## config.mk

```make
export PLATFORM = sky130hd
export DESIGN_NAME = alu_share_arbiter
export DESIGN_NICKNAME = d
export VERILOG_FILES = /design/src/rtl/alu_share_arbiter.sv
export SDC_FILE = /design/constraint.sdc
export NUM_CORES = 1
export LEC_CHECK = 0
export BUFFER_PORTS_ARGS = -buffer_cell sky130_fd_sc_hd__clkbuf_2
export CORE_AREA = 10 10 100 102
export DETAILED_ROUTE_END_ITERATION = 6
export DIE_AREA = 0 0 110 112
export PLACE_DENSITY = 0.67
export SETUP_SLACK_MARGIN = 0.02
export SLEW_MARGIN = 15
export SYNTH_ARGS = -nofsm -noshare
export SYNTH_HDL_FRONTEND = slang
export SYNTH_SLANG_ARGS = --single-unit
export TNS_END_PERCENT = 100
```

## constraint.sdc

```tcl
create_clock -name clk -period 2.2 [get_ports clk]
set_clock_uncertainty 0.05 [all_clocks]
set_input_delay 0.11 -clock clk [delete_from_list [all_inputs] [get_ports clk]]
set_output_delay 0.11 -clock clk [all_outputs]
set_load 0.02 [all_outputs]
```

## src/rtl/alu_share_arbiter.sv

```systemverilog
// Two-port round-robin front end for a shared single-cycle ALU.
// The granted operation's result is captured into a one-entry valid/ready response buffer.
module alu_share_arbiter #(
  parameter int WIDTH      = 32,
  parameter bit FIRST_PRIO = 1'b0
) (
  input  logic                    clk,
  input  logic                    reset,
  input  logic                    req0,
  input  logic signed [WIDTH-1:0] a0,
  input  logic signed [WIDTH-1:0] b0,
  input  logic        [2:0]       f0,
  output logic                    gnt0,
  input  logic                    req1,
  input  logic signed [WIDTH-1:0] a1,
  input  logic signed [WIDTH-1:0] b1,
  input  logic        [2:0]       f1,
  output logic                    gnt1,
  output logic signed [WIDTH-1:0] alu_a,
  output logic signed [WIDTH-1:0] alu_b,
  output logic        [2:0]       alu_f,
  input  logic signed [WIDTH-1:0] alu_y,
  input  logic                    alu_zero,
  output logic                    rsp_valid,
  input  logic                    rsp_ready,
  output logic                    rsp_id,
  output logic signed [WIDTH-1:0] rsp_y,
  output logic                    rsp_zero,
  output logic                    rsp_err
);

  localparam logic [2:0] F_UNSUPPORTED = 3'b011;

  logic                    r_prio;
  logic                    r_vld_p1;
  logic                    r_id_p1;
  logic signed [WIDTH-1:0] r_y_p1;
  logic                    r_zero_p1;
  logic                    r_err_p1;

  logic w_slot_free;
  logic w_gnt0;
  logic w_gnt1;
  logic w_grant;
  logic w_winner;

  function automatic logic is_unsupported(input logic [2:0] f);
    return (f == F_UNSUPPORTED);
  endfunction

  function automatic logic signed [WIDTH-1:0] capture_y(input logic [2:0] f,
                                                        input logic signed [WIDTH-1:0] y);
    return is_unsupported(f) ? '0 : y;
  endfunction

  function automatic logic capture_zero(input logic [2:0] f, input logic z);
    return is_unsupported(f) ? 1'b1 : z;
  endfunction

  // Stage p0: arbitration and ALU operand steering
  assign w_slot_free = !r_vld_p1 || rsp_ready;

  always_comb begin
    w_gnt0 = 1'b0;
    w_gnt1 = 1'b0;
    if (!reset && w_slot_free) begin
      if (req0 && req1) begin
        w_gnt0 = !r_prio;
        w_gnt1 = r_prio;
      end else begin
        w_gnt0 = req0;
        w_gnt1 = req1;
      end
    end
  end

  assign w_grant  = w_gnt0 || w_gnt1;
  assign w_winner = w_gnt1;

  assign gnt0  = w_gnt0;
  assign gnt1  = w_gnt1;
  assign alu_a = w_gnt1 ? a1 : (w_gnt0 ? a0 : '0);
  assign alu_b = w_gnt1 ? b1 : (w_gnt0 ? b0 : '0);
  assign alu_f = w_gnt1 ? f1 : (w_gnt0 ? f0 : 3'b000);

  // Stage p1: response buffer; a grant overwrites even while draining
  always_ff @(posedge clk) begin
    if (reset) begin
      r_prio    <= FIRST_PRIO;
      r_vld_p1  <= 1'b0;
      r_id_p1   <= 1'b0;
      r_y_p1    <= '0;
      r_zero_p1 <= 1'b0;
      r_err_p1  <= 1'b0;
    end else if (w_grant) begin
      r_prio    <= !w_winner;
      r_vld_p1  <= 1'b1;
      r_id_p1   <= w_winner;
      r_y_p1    <= capture_y(alu_f, alu_y);
      r_zero_p1 <= capture_zero(alu_f, alu_zero);
      r_err_p1  <= is_unsupported(alu_f);
    end else if (rsp_ready) begin
      r_vld_p1  <= 1'b0;
    end
  end

  assign rsp_valid = r_vld_p1;
  assign rsp_id    = r_id_p1;
  assign rsp_y     = r_y_p1;
  assign rsp_zero  = r_zero_p1;
  assign rsp_err   = r_err_p1;

endmodule

```

==> results of run 1 <==
sequential cells by signal, indices dropped and copies added, names as in the netlist:
register	count
r_prio	1
rsp_valid	1
rsp_err	1
rsp_zero	1
rsp_id	1
rsp_y	32
routing by layer:
layer  wire [um]  track usage
met5           0            0
met1        3626       0.1565
met3        1463      0.07958
met4         184      0.04340
met2        5937       0.3183
critical path: stages, from the launching register on:
cell and delay [ns]:
dfxtp_1 0.34, nand2b_2 0.14, and4_2 0.29, buf_4 0.39, a22o_1 0.22, clkbuf_2 0.18
power by group through the flow:
stage	sequential (uW)	clock (uW)	combinational (uW)
2_1_floorplan	867	0	336
3_3_place_gp	787	0	745
3_5_place_dp	790	0	756
4_1_cts	775	483	801
5_1_grt	783	515	859
6_report	776	462	796
synthesized netlist by cell type, drive strengths merged, types with 2 or more instances:
cell type / instances / share of area
a21oi: 2 / 0.0071
a22o: 99 / 0.45
a32o: 2 / 0.010
and3: 3 / 0.0096
and4: 2 / 0.0090
buf: 9 / 0.035
clkbuf: 13 / 0.025
dfxtp: 37 / 0.38
nand2: 2 / 0.0039
nand2b: 2 / 0.0077
nor2: 8 / 0.015
nor3: 3 / 0.0077
worst max path at each step:
| stage | startpoint | end | slack (ns) | cells past startpoint |
|---|---|---|---|---|
| floorplan | rsp_valid$_SDFFE_PP0P_ | rsp_y[0]$_SDFFE_PP0P_ | 0.35 | 7 |
| global placement | r_prio$_SDFFE_PP0P_ | rsp_y[22]$_SDFFE_PP0P_ | 0.49 | 5 |
| detailed placement | r_prio$_SDFFE_PP0P_ | rsp_y[2]$_SDFFE_PP0P_ | 0.44 | 5 |
| CTS | r_prio$_SDFFE_PP0P_ | alu_a[0] | 0.16 | 5 |
| global route | r_prio$_SDFFE_PP0P_ | alu_b[2] | 0.04 | 5 |
| finish | r_prio$_SDFFE_PP0P_ | alu_a[6] | 0.18 | 5 |
timing repair:
item | in CTS | in global routing
resized for setup | 0 | 0
endpoints found under the hold margin | 28 | 1
hold buffers | 28 | 1
stage by stage:
step,util,instance area [sq um],std cells,setup slack [ns]
floorplan,-,1948,192,0.3536
global placement,0.4207,3387,556,0.4920
detailed placement,0.4207,3387,556,0.4389
CTS,0.4662,3754,592,0.1599
global route,0.4674,3764,593,0.03604
finish,0.4674,3764,593,0.1805
kinds of logic after synthesis:
family / after synthesis / synth area share
compound gates: 109 / 0.4933
buf+inv: 23 / 0.06165
flops: 37 / 0.3802
simple gates: 23 / 0.06488
layout make-up:
| type | count | area [sq um] | area share |
|---|---|---|---|
| Clock buffer | 5 | 68.82 | 0.01828 |
| Clock inverter | 3 | 17.52 | 0.004654 |
| Inverter | 1 | 3.754 | 0.0009973 |
| Multi-Input combinational cell | 132 | 1092 | 0.2902 |
| Sequential cell | 37 | 740.7 | 0.1968 |
| Tap cell | 105 | 131.4 | 0.03491 |
| Timing Repair Buffer | 310 | 1709 | 0.4541 |
==> summary.md, run 1 <==
| Metric | Value |
|---|---|
| Status | finished clean |
| Vias/cell | 4.825 |
| Commonest non-fill, non-tap cell in the layout | clkbuf_2 |
| Largest fanout on the critical path | 42 |
| I/O pin count | 277 |
| Fraction of layout cells with a size suffix above 1 | 0.6086 |
| Clk pin slew, worst setup/hold paths | 0.07 ns |
| Post-synthesis sequential area ratio | 0.3802 |
| Antenna-violating nets left | 0 |
| Net Sw Frac | 0.3552 |
| Crit path DAT | 1.86 ns |
| Routed len/inst | 18.91 um |
| Critical Path RT | 2.04 ns |
| CTS Buf Count | 5 |
| Max Clk Rate | 495.2 MHz |
| Detailed Route WL | 11210 um |
| Initial antenna violation count | 0 |
| Reg2reg setup slack | 0.43 ns |
| Pin count of the biggest net entering global routing | 43 |
| WHS | 0.01289 ns |
| Synth warnings | 0 |
| Dominant synthesized flop cell | dfxtp_1 |
| PD cells | 540.3 nW/um^2 |
| 1st-iter DRT viols | 95 |
| Max-Cap Viols | 0 |
| Post-DP HPWL | 9328 um |
| Hold Path End | rsp_y[29]$_SDFFE_PP0P_ |
| Leakage | 0.002139 uW |
| P_sw | 722.3 uW |
| RSZ-0062 raised after global routing | false |
| Final setup violation count | 0 |
| Fin crit period | 2.020 ns |
| Die footprint | 12320 sq um |
| Via count | 2861 |
| Post-CTS Repair Setup Buffers | 0 |
| Reg2reg end | rsp_y[12]$_SDFFE_PP0P_ |
| Port bufs | 276 |
| Clock Latency Late Sink | 0.28 ns |
| Final Max Tran Viols | 0 |
| Post-Syn Area | 1948 sq um |
| # clock sinks | 37 |
| GRT overflow | 0 |
| Die width | 110 um |
| Comb pwr share | 0.391 |
| EDFF count, synth | 0 |
| DR DRC count | 0 |
| First-pass GRT wire length | 16780 um |
| Worst R2R Start | r_prio$_SDFFE_PP0P_ |
| # rows | 33 |
| Starting Density | 0.2420 |
| Reg2Reg Depth | 5 |
| Worst slew margin | 0.7266 |
| CP Launch Type | flip-flop |
| Most frequent cells in the layout | 276 x clkbuf_2, 98 x a22o_1, 37 x dfxtp_1 |
| TritonCTS clock tree | done |
| Antenna diode count | 0 |
| Core ar. | 8051 sq um |
| Hold Path Stages | 2 |
| Nets@finish | 659 |
| Worst hold start | alu_y[29] |
| CTS H-Tree Depth | 2 |
| Mapped Nets | 364 |
| Setup_tns | 0 ns |
| Gpl congestion | 0.8785 |
| Flip-flop and latch count after synthesis | 37 |
| Layout area overhead | 93.19% |
| Root Buffer | clkbuf_8 |
| Number of global-route vias before repair | 3133 |
| Total power | 2033 uW |
| CP Capture Type | output port |
| Clock power share | 0.227 |
| Global Route Usage Sum | 0.1690 |
| Actual slew at the worst max-slew pin | 0.4102 ns |
| Worst hold path class | in -> reg |
| Layout fillers | 770 |
| Kind of critical path | reg -> out |
| Clk buf depth | 2 |
| 1st-pass router iterations | 4 |
| Reg power frac | 0.382 |
| Period Utilization, post-route | 0.9180 |
| Synth Instances | 192 |
| Post-synthesis average cell area | 10.15 sq um |
| Final hold violations | 0 |
| Chip height | 112 um |
| Ys async rst share | 0 |
| Yosys cell types | 27 |
| Internal cell power | 1311 uW |
| Max rail drop VDD | 211.8 uV |
Note: power is estimated with default switching activity, not from simulation.
==> run 2, diff against run 1 <==
==> constraint.sdc (replaced) <==
create_clock -name clk -period 2.2 [get_ports clk]
set_clock_uncertainty 0.05 [all_clocks]
set_input_delay 0.22 -clock clk [delete_from_list [all_inputs] [get_ports clk]]
set_output_delay 0.22 -clock clk [all_outputs]
set_load 0.02 [all_outputs]
==> run 2 against run 1 <==
Effect of this change: critical endpoint is now alu_b[5]; total power grew 10%; worst setup slack got worse by 0.055 ns; wire length down 3.7%; count of clock-buffer cells in the layout is the same; core utilization is 2.8 points lower.
==> summary.md, run 2 (synthesized netlist as in run 1, its figures left out) <==
| Metric | Value |
|---|---|
| Status | finished clean |
| Period Utilization, post-route | 0.9429 (+0.02499) |
| Fraction of layout cells with a size suffix above 1 | 0.6471 (+0.03845) |
| Critical Path RT | 1.93 ns (-0.11 ns) |
| Die footprint | 12320 sq um (unchanged) |
| Pin count of the biggest net entering global routing | 43 (unchanged) |
| Max rail drop VDD | 240.7 uV (+14%) |
| Antenna diode count | 0 (unchanged) |
| Setup_tns | 0 ns (unchanged) |
| 1st-iter DRT viols | 125 (+32%) |
| CP Capture Type | output port |
| Crit path DAT | 1.80 ns (-0.06 ns) |
| Global Route Usage Sum | 0.1582 (-0.01087) |
| First-pass GRT wire length | 15730 um (-6.3%) |
| # clock sinks | 37 (unchanged) |
| 1st-pass router iterations | 4 (unchanged) |
| GRT overflow | 0 (unchanged) |
| P_sw | 718.3 uW (-0.55%) |
| Critical-path top delay cell | dfxtp_1 |
| Commonest non-fill, non-tap cell in the layout | clkbuf_2 |
| Post-DP HPWL | 9178 um (-1.6%) |
| Comb pwr share | 0.337 (-0.054) |
| Max Clk Rate | 482.0 MHz (-2.7%) |
| Final setup violation count | 0 (unchanged) |
| Reg2Reg Depth | 5 (unchanged) |
| Starting Density | 0.2420 (unchanged) |
| Clock Latency Late Sink | 0.29 ns (about the same) |
| Clk pin slew, worst setup/hold paths | 0.08 ns (about the same) |
| Vias/cell | 4.828 (about the same) |
| CTS Buf Count | 5 (unchanged) |
| Worst slew margin | 0.7548 (+0.02825) |
| Nets@finish | 630 (-4.4%) |
| Reg power frac | 0.346 (-0.036) |
| RSZ-0062 raised after global routing | false |
| Fin crit period | 2.074 ns (+0.05497 ns) |
| Layout fillers | 804 (+4.4%) |
| Detailed Route WL | 10800 um (-3.7%) |
| Crit-path leading delay family | simple AND/OR/NAND/NOR gates |
| Post-CTS Hold Buffers | 0 (-100%) |
| Leakage | 0.002046 uW (-4.3%) |
| Net Sw Frac | 0.3212 (-0.03397) |
| Final Max Tran Viols | 0 (unchanged) |
| Hold Path End | rsp_y[23]$_SDFFE_PP0P_ |
| Worst path bufs/invs | 2 (unchanged) |
| Number of flip-flops in the largest register | 32 (unchanged) |
| Initial antenna violation count | 0 (unchanged) |
| TritonCTS clock tree | done |
| Clock power share | 0.317 (+0.090) |
| Worst hold start | alu_y[23] |
| CP Launch Type | flip-flop |
| Port bufs | 276 (unchanged) |
| Reg2reg setup slack | 0.37 ns (-0.06 ns) |
| Internal cell power | 1518 uW (+16%) |
| Reg2reg end | rsp_y[18]$_SDFFE_PP0P_ |
| Actual slew at the worst max-slew pin | 0.3678 ns (-0.04238 ns) |
| # rows | 33 (unchanged) |
| Max-Cap Viols | 0 (unchanged) |
| Core ar. | 8051 sq um (unchanged) |
| Die width | 110 um (unchanged) |
| Antenna-violating nets left | 0 (unchanged) |
| Chip height | 112 um (unchanged) |
| Root Buffer | clkbuf_8 |
| Final hold violations | 0 (unchanged) |
| Kind of critical path | reg -> out |
| Number of global-route vias before repair | 2931 (-6.4%) |
| DR DRC count | 0 (unchanged) |
| Worst hold path class | in -> reg |
| Pre-CTS WS | 0.3266 ns (-0.1122 ns) |
| PD cells | 631.8 nW/um^2 (+17%) |
| Clk buf depth | 2 (unchanged) |
| Largest fanout on the critical path | 42 (unchanged) |
| Gpl congestion | 0.8239 (-6.2%) |
| Most frequent cells in the layout | 276 x clkbuf_2, 98 x a22o_1, 37 x dfxtp_1 |
| Critical-path cell list | nand2b_2, and4_2, buf_8, a22o_1, clkbuf_2 |
| Layout area overhead | 81.70% |
| Worst R2R Start | r_prio$_SDFFE_PP0P_ |
| Hold Path Stages | 2 (unchanged) |
| Routed len/inst | 19.14 um (+1.3%) |
| Final WS setup | 0.1255 ns (-0.05497 ns) |
| CTS H-Tree Depth | 2 (unchanged) |
| I/O pin count | 277 (unchanged) |
| CP max stage delay | 0.37 ns (-0.02 ns) |
| Via count | 2723 (-4.8%) |
## run 2: cell types whose count changed in the layout (fill, tap and decap cells not counted), moves of 2 or more
cell / change
dlygate4sd3_1: -29
bufinv_16: +2
buf_6: +2
clkinv_2: -2
buf_4: -3
## run 2: worst max-delay path by stage
stage,endpoint,cells past startpoint,from
detailed placement,alu_b[5],5,r_prio$_SDFFE_PP0P_
finish,alu_b[5],5,r_prio$_SDFFE_PP0P_
global route,alu_b[5],5,r_prio$_SDFFE_PP0P_
CTS,alu_b[24],5,r_prio$_SDFFE_PP0P_
global placement,alu_b[5],6,rsp_ready
floorplan,rsp_y[0]$_SDFFE_PP0P_,7,rsp_valid$_SDFFE_PP0P_
## run 2: power by group through the flow
stage	registers, uW	logic, uW	clock network, uW
detailed placement	788	756	0
CTS	773	761	729
finish	773	754	709
floorplan	867	336	0
global placement	785	751	0
global route	782	817	757
## run 2: layout make-up
cell class              count  area, sq um  area share
inverters                   1        3.754    0.001060
clock inverters             3        68.82     0.01944
flip-flops and latches     37        740.7      0.2093
repair buffers            281         1434      0.4051
clock buffers               5        68.82     0.01944
multi-input cells         132         1092      0.3086
well taps                 105        131.4     0.03712
## run 2: per-layer routing
layer | track usage | part of all wire
met1 | 0.1512 | 0.34
met2 | 0.2906 | 0.52
met3 | 0.07612 | 0.13
met4 | 0.04167 | 0.020
met5 | 0 | 0
## run 2: what timing repair did
item | 4_1_cts | 5_1_grt
setup buffers | 0 | 0
endpoints found under the hold margin | 0 | 0
endpoints found under the setup margin | 1 | 16
gates resized for setup | 1 | 3
## run 2: worst register-to-register path, delay by kind of cell (launching register included)
family	cells	cell delay (ns)
DFF	1	0.33
AOI/OAI and AO/OA	3	0.85
and+or+nand+nor	2	0.50
## run 2: metrics by stage
step,hold slack (ns),cells,utilization,power (uW),cell area (sq um)
floorplan,0.2391,192,-,1202,1948
global placement,0.3828,556,0.4207,1535,3387
detailed placement,0.3853,556,0.4207,1544,3387
CTS,0.07259,564,0.4382,2262,3528
global route,0.08125,564,0.4396,2356,3540
finish,0.08430,564,0.4396,2236,3540
